`config.mk`:
```
export PLATFORM = sky130hd
export DESIGN_NAME = mem_bist_ctrl
export DESIGN_NICKNAME = d
export VERILOG_FILES = /design/src/rtl/mem_bist_ctrl.sv
export SDC_FILE = /design/constraint.sdc
export NUM_CORES = 1
export LEC_CHECK = 0
export CAP_MARGIN = 5
export CORE_UTILIZATION = 30
export CTS_BUF_LIST = sky130_fd_sc_hd__clkbuf_4 sky130_fd_sc_hd__clkbuf_8 sky130_fd_sc_hd__clkbuf_16
export DETAILED_ROUTE_END_ITERATION = 8
export GPL_ROUTABILITY_DRIVEN = 0
export PLACE_DENSITY = 0.72
export RECOVER_POWER = 100
export SLEW_MARGIN = 20
export SYNTH_ARGS = -nofsm -noshare
export SYNTH_HDL_FRONTEND = slang
export SYNTH_SLANG_ARGS = --single-unit
```
`constraint.sdc`:
```
create_clock -name Clk -period 5.5 [get_ports Clk]
set_input_delay 0.55 -clock Clk [delete_from_list [all_inputs] [get_ports Clk]]
set_output_delay 0.55 -clock Clk [all_outputs]
set_load 0.05 [all_outputs]
```
`src/rtl/mem_bist_ctrl.sv`:
```
// mem_bist_ctrl: write/read-back BIST controller for a single-port synchronous RAM.
// A Start rising edge latches a fill pattern, writes it to every word, reads every
// word back and counts words that differ from the pattern.
//
// Ports:
//   Clk            - clock, all state changes on the rising edge
//   Rst            - synchronous active-high reset
//   Start          - run request, acted on at its rising edge only
//   Pattern_Sel    - fill pattern: 00=all ones, 01=all zeros, 10=F0F0.., 11=AAAA..
//   M_R_Data       - RAM read data, valid one cycle after its address
//   Mem_Addr       - RAM word address
//   Mem_Write      - RAM write enable
//   M_W_Data       - RAM write data (zero outside the write phase)
//   Busy           - test in progress (WRITE, READ, DRAIN)
//   Done           - test finished, results held until next run or reset
//   Pass           - with Done, no mismatches found
//   Err_Cnt        - number of mismatching words
//   First_Err_Addr - address of the first mismatch (0 if none)
//   LED            - registered status display
module mem_bist_ctrl #(
    parameter int unsigned ADDR_W = 6,
    parameter int unsigned DATA_W = 32
) (
    input  logic              Clk,
    input  logic              Rst,
    input  logic              Start,
    input  logic [1:0]        Pattern_Sel,
    input  logic [DATA_W-1:0] M_R_Data,
    output logic [ADDR_W-1:0] Mem_Addr,
    output logic              Mem_Write,
    output logic [DATA_W-1:0] M_W_Data,
    output logic              Busy,
    output logic              Done,
    output logic              Pass,
    output logic [ADDR_W:0]   Err_Cnt,
    output logic [ADDR_W-1:0] First_Err_Addr,
    output logic [7:0]        LED
);

    typedef enum logic [2:0] {StIdle, StWrite, StRead, StDrain, StDone} state_e;

    localparam logic [ADDR_W-1:0] AddrLast = '1;

    state_e            state_q, state_d;
    logic [ADDR_W-1:0] addr_q, addr_d;
    logic [1:0]        pat_sel_q, pat_sel_d;
    logic              start_d_q;
    logic              rd_vld_q, rd_vld_d;
    logic [ADDR_W-1:0] rd_addr_q, rd_addr_d;
    logic [ADDR_W:0]   err_cnt_q, err_cnt_d;
    logic [ADDR_W-1:0] first_err_q, first_err_d;
    logic [7:0]        led_q, led_d;

    logic              start_edge;
    logic [DATA_W-1:0] pattern;
    logic              busy_d;
    logic              pass_d;

    // Expected word for the latched pattern selection.
    always_comb begin
        pattern = '0;
        unique case (pat_sel_q)
            2'b00: pattern = '1;
            2'b01: pattern = '0;
            2'b10: begin
                for (int unsigned i = 0; i < DATA_W; i++) begin
                    pattern[i] = ((i / 4) % 2) == 1;
                end
            end
            2'b11: begin
                for (int unsigned i = 0; i < DATA_W; i++) begin
                    pattern[i] = (i % 2) == 1;
                end
            end
            default: pattern = '0;
        endcase
    end

    assign start_edge = Start & ~start_d_q;

    always_comb begin
        state_d     = state_q;
        addr_d      = addr_q;
        pat_sel_d   = pat_sel_q;
        err_cnt_d   = err_cnt_q;
        first_err_d = first_err_q;
        rd_vld_d    = 1'b0;
        rd_addr_d   = addr_q;

        // Compare stage: data for the address issued last cycle arrives now.
        if (rd_vld_q && (M_R_Data != pattern)) begin
            if (err_cnt_q == '0) begin
                first_err_d = rd_addr_q;
            end
            err_cnt_d = err_cnt_q + 1'b1;
        end

        unique case (state_q)
            StIdle, StDone: begin
                if (start_edge) begin
                    pat_sel_d   = Pattern_Sel;
                    err_cnt_d   = '0;
                    first_err_d = '0;
                    addr_d      = '0;
                    state_d     = StWrite;
                end
            end
            StWrite: begin
                if (addr_q == AddrLast) begin
                    addr_d  = '0;
                    state_d = StRead;
                end else begin
                    addr_d = addr_q + 1'b1;
                end
            end
            StRead: begin
                rd_vld_d = 1'b1;
                if (addr_q == AddrLast) begin
                    addr_d  = '0;
                    state_d = StDrain;
                end else begin
                    addr_d = addr_q + 1'b1;
                end
            end
            StDrain: begin
                state_d = StDone;
            end
            default: begin
                state_d = StIdle;
                addr_d  = '0;
            end
        endcase
    end

    // LED is computed from next-state values so the registered display lines up
    // with Busy/Done in the same cycle. Layout assumes ADDR_W = 6.
    always_comb begin
        busy_d = (state_d == StWrite) || (state_d == StRead) || (state_d == StDrain);
        pass_d = (state_d == StDone) && (err_cnt_d == '0);
        led_d  = 8'h00;
        if (state_d == StDone) begin
            led_d = {pass_d, err_cnt_d};
        end else if (busy_d) begin
            led_d = {2'b10, addr_d};
        end
    end

    always_ff @(posedge Clk) begin
        if (Rst) begin
            state_q     <= StIdle;
            addr_q      <= '0;
            pat_sel_q   <= 2'b00;
            start_d_q   <= 1'b1;  // a Start held through reset is not an edge
            rd_vld_q    <= 1'b0;
            rd_addr_q   <= '0;
            err_cnt_q   <= '0;
            first_err_q <= '0;
            led_q       <= 8'h00;
        end else begin
            state_q     <= state_d;
            addr_q      <= addr_d;
            pat_sel_q   <= pat_sel_d;
            start_d_q   <= Start;
            rd_vld_q    <= rd_vld_d;
            rd_addr_q   <= rd_addr_d;
            err_cnt_q   <= err_cnt_d;
            first_err_q <= first_err_d;
            led_q       <= led_d;
        end
    end

    assign Mem_Addr       = addr_q;
    assign Mem_Write      = (state_q == StWrite);
    assign M_W_Data       = (state_q == StWrite) ? pattern : '0;
    assign Busy           = (state_q == StWrite) || (state_q == StRead) || (state_q == StDrain);
    assign Done           = (state_q == StDone);
    assign Pass           = (state_q == StDone) && (err_cnt_q == '0);
    assign Err_Cnt        = err_cnt_q;
    assign First_Err_Addr = first_err_q;
    assign LED            = led_q;

endmodule

```
# After elaboration in Yosys (flattened, before gate mapping)

Index checks and enable logic that the tools add are counted.

Flip-flop bits (word level): 40
Latch bits: 0
Bits in writable memories: 0
Memory bits (read-only): 0
Input bits: 37
Word-level logic and storage cells: 59
Memories kept: 0

Add/sub/neg operators: 2
Multiply operators: 0
Div/mod/pow operators: 0
$lt $le $gt $ge: 0
Equality and inequality tests: 13
Shift operators: 0
Mux-type cells: 19
Bitwise gates (word level): 2
Reduce and logical (&&, ||, !) cells: 14

Operators by type and width:

| kind                  | number |
|---|---|
| $pmux W32 S4          | 1 |
| $mux W6               | 6 |
| $mux W32              | 1 |
| $ne A32 B32 Y1        | 1 |
| $mux W7               | 3 |
| $pmux W6 S3           | 1 |
| $mux W8               | 2 |
| $logic_not A7 Y1      | 2 |
| $eq A3 B2 Y1 const B  | 4 |
| $pmux W3 S4           | 1 |
| $mux W3               | 3 |
| $add A7 B1 Y7 const B | 1 |
| $add A6 B1 Y6 const B | 1 |
| $eq A3 B1 Y1 const B  | 2 |
| $eq A3 B3 Y1 const B  | 2 |
| $eq A6 B6 Y1 const B  | 1 |
| $eq A2 B2 Y1 const B  | 2 |
| $logic_or A1 B1 Y1    | 4 |
| $reduce_or A2 Y1      | 2 |
| $logic_and A1 B1 Y1   | 3 |
| $logic_not A3 Y1      | 1 |
| $eq A2 B1 Y1 const B  | 1 |
| $logic_not A2 Y1      | 1 |
| $reduce_and A2 Y1     | 1 |
| other kinds (3)       | 3 |

# Depth between registers and ports, before layout

Depth after elaboration: 10
Depth in mapped cells: 10
Mapped depth without buffers: 9

# Worst setup path before layout

OpenSTA, ideal clock, no wires.

Path type: register to output
Start: reg state_q[1]
End: out M_W_Data[10]
Data arrival time: 2.052 ns
Setup slack: 2.898 ns
Stages on the path, launching flop included: 6
Buffers on the path: 1
Cell sequence: dfxtp_1 > nand2b_1 > or2_2 > inv_1 > and2_1 > buf_4

Longest elaborated chain between the ends: 2

RTL lines:

| element                  | RTL line | source |
|---|---|---|
| start: declaration       | 44       | `state_e state_q, state_d;` |
| start signal: assignment | 150      | `state_q <= StIdle;` |
| start signal: assignment | 160      | `state_q <= state_d;` |
| $eq A3 B1 Y1             | -        |  |
| named net Mem_Write      | 30       | `output logic Mem_Write,` |
| $mux W32                 | 174      | `assign M_W_Data = (state_q == StWrite) ? pattern : '0;` |
| end: declaration         | 31       | `output logic [DATA_W-1:0] M_W_Data,` |

The timed path passes the listed nets, and every way through them passes these cells.

# Worst setup path after layout

Start: reg pat_sel_q[0]
End: reg first_err_q[1], in the netlist First_Err_Addr[1]

Longest elaborated chain between the ends: 7
Elaborated cells on any way between the ends: 10
Classes of those cells: eq/ne: 4; mux: 4; reduce/logical: 2

RTL lines:

| element                              | RTL line | source |
|---|---|---|
| start: declaration                   | 46       | `logic [1:0] pat_sel_q, pat_sel_d;` |
| start signal: assignment             | 162      | `pat_sel_q <= pat_sel_d;` |
| $eq A2 B2 Y1 (tied with other cells) | 62       | `unique case (pat_sel_q)` |
| $pmux W32 S4 (*)                     | 62       |  |
| $ne A32 B32 Y1 (*)                   | 91       | `if (rd_vld_q && (M_R_Data != pattern)) begin` |
| $logic_and A1 B1 Y1 (*)              | 91       |  |
| $mux W6 (*)                          | 91       |  |
| $mux W6                              | 100      | `if (start_edge) begin` |
| $mux W6 (*)                          | 98       | `unique case (state_q)` |
| end signal: assignment               | 167      | `first_err_q <= first_err_d;` |
| end: declaration                     | 51       | `logic [ADDR_W-1:0] first_err_q, first_err_d;` |

Mark *: on every way between the ends. The rest lies on a longest branch, timed or not.
A chain may end at the register's enable or synchronous reset.

==> impl_metrics.py <==
metrics = {
    "worst_hold_path": {
        "hold_path_class": "flip-flop to flip-flop",
    },
    "critical_path": {
        "worst_ep_required_time_ns": 5.66,
        "start_kind": "flip-flop",
        "ff2ff_path_depth": 8,
        "r2r-start": "pat_sel_q[0]",
        "cp.arrival_ns": 3.19,
        "reg2reg_to": "First_Err_Addr[1]",
        "max_stage_delay_ns": 0.49,
        "cp-endpoint": "First_Err_Addr[1]",
        "end_kind": "flip-flop",
        "worstPathCellList": "inv_1 -> ha_1 -> or3_2 -> a221oi_1 -> a41oi_1 -> and4b_1 -> mux2i_1 -> nor2_1",
        "slowest_stage": "or3_2",
        "rrSetupSlack_ns": 2.47,
        "critPathKind": "flip-flop to flip-flop",
        "crit_fanout": 9,
        "crit_start": "pat_sel_q[0]",
    },
    "finish": {
        "fin_util_pct": 45.1,
        "drive_gt1_share_pct": 4.24,
        "area_growth_pct": 41.9,
        "final_common_cell": "dlygate4sd3_1",
        "antenna-diode-count": 0,
        "layout_common_cells": "dlygate4sd3_1 (65), dfxtp_1 (40), nor2_1 (34), clkdlybuf4s50_1 (34)",
        "nets": 372,
        "stdcell_count": 426,
    },
    "clock_network": {
        "cts_buffers": 5,
        "cts_tree": "yes",
        "clockBufferDepth": 2,
        "holdBufCountCts": 0,
        "clock_latency_ns": 0.29,
        "htreeDepth": 2,
        "cts_root_buf": "clkbuf_8",
        "cts_sinks": 40,
        "cts_resized": 0,
        "clk_pin_slew_worst_paths_ns": 0.08,
        "post_cts_buffers": 0,
    },
    "yosys": {
        "synth_top_area_cell": "dfxtp_1",
        "synth_cell_types": 45,
        "syn_area_per_cell_um2": 8.63,
        "ys_dominant_reg_cell": "dfxtp_1",
        "synth_seq_area_share_pct": 36.1,
        "async_flop_share_pct": 0,
        "synthTopCellsByArea": "dfxtp_1 (36%), buf_4 (9.5%), nor2_1 (5.8%)",
        "synth_top_area_share_pct": 36.1,
        "synth_nets": 300,
        "synth_edf_count": 0,
        "yosysWarnings": 0,
        "ys_ff_latch": 40,
        "synth_area_um2": 2220,
        "syn_inst": 257,
    },
    "die": {
        "die_w_um": 88.0,
        "start_util_pct": 31.8,
        "pin_count": 100,
        "core_um2": 6980,
        "num_rows": 30,
        "dieArea_um2": 7740,
        "die_h_um": 88.0,
    },
    "global_routing": {
        "grt_pass1_vias": 1967,
        "overflow": 0,
        "grt_max_degree": 17,
        "antenna_found_initial": 0,
        "grt_pass1_wl_mm": 9.00,
        "grt_usage_pct": 14.9,
    },
    "timing": {
        "final.period_utilization_pct": 55.1,
        "setup_viol_count_final": 0,
        "rsz0062_at_grt": "false",
        "fin_ws_ns": 2.47,
        "slew_headroom_pct": 46.2,
        "min_period_ns": 3.03,
        "timing.fmax_mhz": 330,
        "worstMarginPinSlew_ns": 0.796,
        "maxSlewViolCount": 0,
        "finalSetupTns_ns": 0,
        "finClkSkew_ns": 0.00577,
        "final-hold-violation-count": 0,
    },
    "route": {
        "routedWlPerCell_um": 13.3,
        "drc": 0,
        "drt_first_pass_iters": 4,
        "num_vias": 2029,
        "wirelength_mm": 5.67,
        "final_antenna_net_count": 0,
        "viasPerCell": 4.76,
        "initialDrtViolationCount": 76,
    },
    "run_status": {
        "outcome": "completed",
    },
    "power": {
        "power_density_nw_per_um2": 203,
        "power_leakage_nw": 1.36,
        "ir_drop_mv": 0.0852,
    },
    "run": {
        "maxCapViolations": 0,
    },
    "place": {
        "pre_cts_slack_ns": 2.64,
        "dp.cells": 418,
        "dp_hpwl_mm": 4.51,
        "port_buffers": 99,
    },
}
==> worst min path at each step <==
stage,cells after the start,end,start
after global placement,2,First_Err_Addr[0],rd_addr_q[0]
after CTS,2,First_Err_Addr[0],rd_addr_q[0]
after detailed placement,2,First_Err_Addr[1],rd_addr_q[1]
final,2,First_Err_Addr[5],rd_addr_q[5]
after global routing,2,First_Err_Addr[2],rd_addr_q[2]
after floorplan,2,First_Err_Addr[0],rd_addr_q[0]
==> cell type report <==
cell class,instances,area [µm²]
tap,96,120
inverter,8,30.0
multi-input combinational,175,1110
clock buffer,7,90.1
fill,691,3830
sequential,40,801
timing repair buffer,99,991
clock inverter,1,7.51
==> critical path, delay by kind of cell, from the launching register on <==
family | cells | cell delay [ns]
adders and majority gates | 1 | 0.36
DFF | 1 | 0.36
buffers and inverters | 1 | 0.08
AOI/OAI and AO/OA | 2 | 0.89
muxes | 1 | 0.19
and+or+nand+nor | 3 | 1.01
==> state kept, by name, indices dropped and copies added, names as in the netlist <==
signal	cells
state_q	3
First_Err_Addr	6
Err_Cnt	7
start_d_q	1
rd_addr_q	6
rd_vld_q	1
Mem_Addr	6
pat_sel_q	2
LED	8
==> cell families after synthesis <==
| kind of cell | after synthesis | synth area share, % |
|---|---|---|
| adders and majority gates | 6 | 3.38 |
| AOI/OAI and AO/OA | 37 | 13.2 |
| and+or+nand+nor | 114 | 27.4 |
| xor gates and xnor gates | 7 | 2.76 |
| DFF | 40 | 36.1 |
| buffers and inverters | 42 | 12.2 |
| muxes | 11 | 4.96 |
==> cell usage after synthesis (6+ instances only) <==
library cell	instances
and3_1	7
o21ai_0	6
mux2i_1	11
inv_1	8
a21oi_1	9
nand4_1	6
nand2_1	10
nand3_1	8
buf_4	28
nor3_1	11
dfxtp_1	40
nor2b_1	9
ha_1	6
nor2_1	34
==> layer usage <==
layer / part of all wire [%] / GRT usage [%] / vias up / wire [µm]
met2: 50 / 26.1 / 63 / 2820
met4: 2.1 / 5.66 / 0 / 120
li1: - / - / 1023 / -
met3: 5.4 / 2.54 / 12 / 304
met5: 0 / 0 / - / 0
met1: 43 / 18.2 / 931 / 2420
==> per-stage QoR <==
stage / instance area, µm² / total power [mW] / hold WS [ns]
after floorplan: 2220 / 0.394 / 0.440
after global placement: 3090 / 0.439 / 0.443
after detailed placement: 3090 / 0.441 / 0.457
after CTS: 3190 / 0.648 / 0.480
after global routing: 3150 / 0.662 / 0.503
final: 3150 / 0.638 / 0.473
==> power breakdown <==
group	switching (mW)	leakage (nW)	internal, mW
sequential	0.00198	0.323	0.292
clock	0.103	0.0479	0.107
combinational	0.0830	0.985	0.0504
Power figures use the tool's default switching activity.
